--- config.mk ---
export PLATFORM = sky130hd
export DESIGN_NAME = text_periph_responder
export DESIGN_NICKNAME = d
export VERILOG_FILES = /design/src/rtl/text_periph_responder.sv
export SDC_FILE = /design/constraint.sdc
export NUM_CORES = 1
export LEC_CHECK = 0
export CORE_MARGIN = 1.5
export CORE_UTILIZATION = 35
export CTS_CLUSTER_DIAMETER = 80
export CTS_CLUSTER_SIZE = 30
export DETAILED_ROUTE_END_ITERATION = 10
export PLACE_DENSITY = 0.53
export SLEW_MARGIN = 20
export SYNTH_ARGS = -nofsm -noshare
export SYNTH_HDL_FRONTEND = slang
export SYNTH_SLANG_ARGS = --single-unit
--- constraint.sdc ---
create_clock -name i_cpu_clk -period 8.7 [get_ports i_cpu_clk]
set_input_delay 1.74 -clock i_cpu_clk [delete_from_list [all_inputs] [get_ports i_cpu_clk]]
set_output_delay 1.74 -clock i_cpu_clk [all_outputs]
set_load 0.1 [all_outputs]
--- src/rtl/text_periph_responder.sv ---
// Peripheral-bus target: 16-word register window plus a character FIFO drained over valid/ready.
// Latency: ready appears 1+WAIT_STATES cycles after the strobe rising edge; writes commit on that edge.
// Backpressure: i_char_ready low holds the FIFO head; pushes into a full FIFO are dropped and flag overflow.
module text_periph_responder #(
    parameter logic [31:0] BASE_ADDR   = 32'h0000_F000,
    parameter int          FIFO_DEPTH  = 16,
    parameter int          WAIT_STATES = 0
) (
    input  logic        i_cpu_clk,
    input  logic        i_rst_n,
    input  logic        i_bus_clk,
    input  logic        i_bus_we,
    input  logic [31:0] i_bus_addr,
    input  logic [31:0] i_bus_data,
    output logic [31:0] o_bus_data,
    output logic        o_bus_data_ready,
    output logic [7:0]  o_char,
    output logic        o_char_valid,
    input  logic        i_char_ready,
    output logic        o_irq
);

    localparam int AW = $clog2(FIFO_DEPTH);
    localparam int CW = AW + 1;
    localparam int WW = (WAIT_STATES < 2) ? 1 : $clog2(WAIT_STATES + 1);

    localparam logic [1:0] S_IDLE = 2'd0;
    localparam logic [1:0] S_WAIT = 2'd1;
    localparam logic [1:0] S_ACK  = 2'd2;

    logic          strobe_q;
    logic [1:0]    state;
    logic [WW-1:0] wcnt;
    logic [31:0]   rd_hold;
    logic [31:0]   rd_val;

    logic          enable, irq_en, overflow;
    logic [31:0]   scratch;
    logic          enable_d, irq_en_d, overflow_d;
    logic [31:0]   scratch_d;

    logic [7:0]    mem [FIFO_DEPTH];
    logic [AW-1:0] wr_ptr, rd_ptr;
    logic [CW-1:0] count, count_d;
    logic          empty, full, full_d, empty_d;
    logic          flush, push_req, push_ok, pop;

    logic          decoded, access, wr_commit;
    logic [3:0]    off;

    assign off       = i_bus_addr[3:0];
    assign decoded   = (i_bus_addr[31:4] == BASE_ADDR[31:4]);
    assign access    = (state == S_IDLE) && i_bus_clk && !strobe_q && decoded;
    assign wr_commit = access && i_bus_we;

    assign empty        = (count == '0);
    assign full         = (count == CW'(FIFO_DEPTH));
    assign o_char_valid = enable && !empty;
    assign o_char       = empty ? 8'h00 : mem[rd_ptr];

    always_comb begin
        enable_d   = enable;
        irq_en_d   = irq_en;
        scratch_d  = scratch;
        overflow_d = overflow;
        flush      = 1'b0;
        push_req   = 1'b0;
        if (wr_commit) begin
            case (off)
                4'd0: begin
                    enable_d = i_bus_data[0];
                    flush    = i_bus_data[1];
                    irq_en_d = i_bus_data[2];
                end
                4'd1: if (i_bus_data[31]) overflow_d = 1'b0;
                4'd2: push_req = 1'b1;
                4'd3: scratch_d = i_bus_data;
                default: ;
            endcase
        end
        // A flush swallows any pop the consumer attempts in the same cycle.
        pop     = o_char_valid && i_char_ready && !flush;
        push_ok = push_req && (!full || pop);
        if (push_req && !push_ok) overflow_d = 1'b1;
        if (flush) begin
            count_d = '0;
        end else begin
            case ({push_ok, pop})
                2'b10:   count_d = count + CW'(1);
                2'b01:   count_d = count - CW'(1);
                default: count_d = count;
            endcase
        end
        full_d  = (count_d == CW'(FIFO_DEPTH));
        empty_d = (count_d == '0);
    end

    // Read data reflects register state after this cycle's commits.
    always_comb begin
        rd_val = '0;
        if (!i_bus_we) begin
            case (off)
                4'd0:    rd_val = {29'd0, irq_en_d, 1'b0, enable_d};
                4'd1:    rd_val = {overflow_d, 13'd0, full_d, empty_d, 16'(count_d)};
                4'd3:    rd_val = scratch_d;
                default: rd_val = '0;
            endcase
        end
    end

    always_ff @(posedge i_cpu_clk) begin
        if (push_ok) mem[wr_ptr] <= i_bus_data[7:0];
    end

    always_ff @(posedge i_cpu_clk or negedge i_rst_n) begin
        if (!i_rst_n) begin
            enable   <= 1'b0;
            irq_en   <= 1'b0;
            overflow <= 1'b0;
            scratch  <= '0;
            count    <= '0;
            wr_ptr   <= '0;
            rd_ptr   <= '0;
            o_irq    <= 1'b0;
        end else begin
            enable   <= enable_d;
            irq_en   <= irq_en_d;
            overflow <= overflow_d;
            scratch  <= scratch_d;
            count    <= count_d;
            o_irq    <= irq_en_d && overflow_d;
            if (flush) begin
                wr_ptr <= '0;
                rd_ptr <= '0;
            end else begin
                if (push_ok) wr_ptr <= wr_ptr + AW'(1);
                if (pop)     rd_ptr <= rd_ptr + AW'(1);
            end
        end
    end

    always_ff @(posedge i_cpu_clk or negedge i_rst_n) begin
        if (!i_rst_n) begin
            strobe_q         <= 1'b0;
            state            <= S_IDLE;
            wcnt             <= '0;
            rd_hold          <= '0;
            o_bus_data       <= '0;
            o_bus_data_ready <= 1'b0;
        end else begin
            strobe_q <= i_bus_clk;
            case (state)
                S_IDLE: begin
                    if (access) begin
                        if (WAIT_STATES == 0) begin
                            state            <= S_ACK;
                            o_bus_data       <= rd_val;
                            o_bus_data_ready <= 1'b1;
                        end else begin
                            state   <= S_WAIT;
                            wcnt    <= WW'(WAIT_STATES);
                            rd_hold <= rd_val;
                        end
                    end
                end
                S_WAIT: begin
                    if (!i_bus_clk) begin
                        state <= S_IDLE;
                    end else if (wcnt == WW'(1)) begin
                        state            <= S_ACK;
                        o_bus_data       <= rd_hold;
                        o_bus_data_ready <= 1'b1;
                    end else begin
                        wcnt <= wcnt - WW'(1);
                    end
                end
                S_ACK: begin
                    if (!i_bus_clk) begin
                        state            <= S_IDLE;
                        o_bus_data       <= '0;
                        o_bus_data_ready <= 1'b0;
                    end
                end
                default: state <= S_IDLE;
            endcase
        end
    end

endmodule

==> results.txt <==
Outcome - completed
IO Port Bufs - 111
# nets final - 767
Fmax achieved - 174 MHz
Reg power frac - 0.602
Lkg Pwr - 0.00386 µW
Max-cap viol count - 0
Internal - 1410 µW
Layout area overhead - 22.3%
Max Slew Vio Count - 0
Worst EP required - 6960 ps
Clk Latency, worst-skew pair - 470 ps
Hold Crit Class - flip-flop to flip-flop
First-pass GRT wire length - 33.0 mm
Largest net degree at the start of global routing - 84
Syn Nets - 653
Core Rows - 57
Clk pwr share - 0.365
Vias/cell - 5.25
IO Pins - 112
# hold bufs at CTS - 0
Syn Area/Cell - 15.2 µm²
Synth warn - 0
FF+latch count, synth - 211
Core area - 24,400 µm²
Clock skew - 14.0 ps
Via count - 5,349
Comb pwr share - 0.033
Mapped Cells - 575
CTS tree - done
Final setup viols - 0
Die Height - 161 µm
CP Launch Type - flip-flop
Slowest cell on crit path - clkdlybuf4s50_1
Detailed Place HPWL - 14.3 mm
Max FO, Critical Path - 31
Placer Congestion - 0.822
WL final - 20.9 mm
Initial Util - 0.359
Die X - 161 µm
Setup TNS - 0 ps
CP max stage delay - 1190 ps
Setup Buffers After CTS - 0
Ant diodes - 0
Worst-Margin Slew - 1030 ps
Global route overflow - 0
CTS buffer count - 12
Post-route ant nets - 0
Synth cell types - 53
GRT Total Usage - 0.164
Initial DRC Count - 361
Vias in the first global route - 5,522
Clock Path Buffers - 3
Clock edge transition at the registers on the reported setup and hold paths - 100 ps
Drt wl/cell - 20.5 µm
Final hold vios - 0
CTS resizes - 0
Endpoint type of the worst setup path - output port
H-Tree Depth - 1
Sw Pwr - 360 µW
Drt drc - 0
Tmin final - 5760 ps
Crit path max-delay family - buffers and inverters
Die area - 26,000 µm²
Worst-path cell chain - buf_4 -> mux2i_1 -> o221ai_1 -> nand2_1 -> a211oi_1 -> clkdlybuf4s50_1
EDFF count, synth - 128
VDD IR max - 0.120 mV
Mapped cell area - 8750 µm²
Antenna violations before repair - 0
Layout cell share with drive strength beyond 1 - 0.128
Ys flop type - edfxtp_1
Pwr Density - 165 nW/µm²
RSZ-0062 raised after global routing - no
Tcrit/Tclk final - 0.662
Clk root buf - clkbuf_16
Post-synth ARST share - 0.393
Sw Share - 0.204
Slew headroom - 0.310
Fill count - 2,215
1st-pass router iterations - 5
Crit Path Class - flip-flop to output port
Worst EP arrival - 4020 ps
Post-synthesis sequential area ratio - 0.677
Clock sink count - 211
Finished Core Util - 0.439
CP bufs+invs - 2
## cells in the mapped netlist (4+ instances only)
library cell	instances	area [µm²]
a211oi_1	8	60.1
a22oi_1	7	52.6
a22o_1	26	228
xnor2_1	8	70.1
a21oi_1	4	20.0
o21ai_0	7	35.0
inv_1	16	60.1
mux2_2	23	259
edfxtp_1	128	3840
clkbuf_1	20	75.1
o221ai_1	16	140
nor2_1	24	90.1
mux4_2	16	360
dfrtp_1	83	2080
mux2i_1	37	370
nand4_1	4	25.0
buf_1	4	15.0
or4_1	5	37.5
nand2_1	44	165
ha_1	8	100
nor4_1	22	138
o22ai_1	8	50.1
## metrics by stage
step / cells / total power (µW) / cell area, µm² / hold slack (ps) / worst slack (ps)
floorplan: 575 / 1090 / 8750 / 439 / 3010
global placement: 999 / 1140 / 10300 / 451 / 3220
detailed placement: 999 / 1140 / 10300 / 464 / 3200
CTS: 1019 / 1790 / 10700 / 490 / 2810
global route: 1019 / 1830 / 10700 / 513 / 2630
finish: 1019 / 1770 / 10700 / 485 / 2940
## state kept, by name, summed over array words and instances (netlist names)
name	flops
overflow	1
irq_en	1
strobe_q	1
rd_ptr	4
o_bus_data	32
mem	128
scratch	32
wr_ptr	4
enable	1
o_irq	1
count	5
o_bus_data_ready	1
## tightest hold or removal path, stage by stage, from the launching register on
cell	delay [ps]
dfrtp_1	350
nand2_1	50
nand2_1	50
## placed cells by master (no fill, tap or decap), types with 3 or more instances in the layout
master	instances
a211oi_1	8
o221ai_1	16
nand4_1	4
or3_1	3
o21ai_0	7
nand3_1	3
inv_1	16
a21oi_1	3
or4_1	5
a22oi_1	7
nand2_1	44
nor4b_1	3
mux4_2	16
dfrtp_1	82
nor2_1	24
clkdlybuf4s50_1	110
nor4_1	22
clkbuf_16	13
xnor2_1	8
nor3_1	3
buf_4	18
mux2_2	23
mux2i_1	37
a22o_1	26
edfxtp_1	128
mux2_1	3
o22ai_1	8
a21oi_2	3
ha_1	8
## worst paths after layout
| check | startpoint | to | slack [ps] | depth (start not counted) |
|---|---|---|---|---|
| setup / recovery | rd_ptr[0]$_DFFE_PN0P_ | o_char[3] | 2940 | 6 |
| hold / removal | scratch[31]$_DFF_PN0_ | scratch[31]$_DFF_PN0_ | 490 | 2 |
| hold reg to reg | scratch[31]$_DFF_PN0_ | scratch[31]$_DFF_PN0_ | 490 | 2 |
| setup reg to reg | strobe_q$_DFF_PN0_ | mem[12][5]$_DFFE_PP_ | 5030 | 6 |
| max in group asynchronous | i_rst_n | rd_ptr[0]$_DFFE_PN0P_ | 6830 | 1 |
| min in group asynchronous | i_rst_n | o_bus_data[18]$_DFFE_PN0P_ | 1300 | 1 |
## layer usage
| metal | GRT usage | part of all wire | wire, µm |
|---|---|---|---|
| met4 | 0.0396 | 0.022 | 465 |
| met3 | 0.0372 | 0.064 | 1350 |
| met2 | 0.268 | 0.47 | 9870 |
| met5 | 0 | 0 | 0 |
| met1 | 0.222 | 0.44 | 9240 |
## power by group through the flow
stage / registers (µW) / logic, µW / clock network (µW)
finish: 1060 / 58.6 / 645
CTS: 1060 / 59.5 / 667
global route: 1060 / 63.5 / 700
global placement: 1080 / 57.1 / 0
floorplan: 1080 / 4.42 / 0
detailed placement: 1080 / 59.3 / 0
## cells by family (layout without fill, tap and decap cells)
kind of cell	after synthesis	after routing	share of synthesized area
buf+inv	45	165	0.0209
simple gates	134	134	0.0848
flops	211	211	0.677
xor+xnor	9	9	0.00901
compound gates	88	88	0.0779
mux	79	79	0.117
fa+ha+maj	9	9	0.0137
## layout make-up
| class | count | area [µm²] | share of cell area |
|---|---|---|---|
| multi-input cells | 319 | 2660 | 0.248 |
| well taps | 324 | 405 | 0.0379 |
| inverters | 16 | 60.1 | 0.00561 |
| clock buffers | 14 | 329 | 0.0308 |
| repair buffers | 129 | 1250 | 0.117 |
| flip-flops and latches | 211 | 5920 | 0.554 |
| clock inverters | 6 | 80.1 | 0.00748 |
No activity file was read; power rests on OpenSTA's default activity.
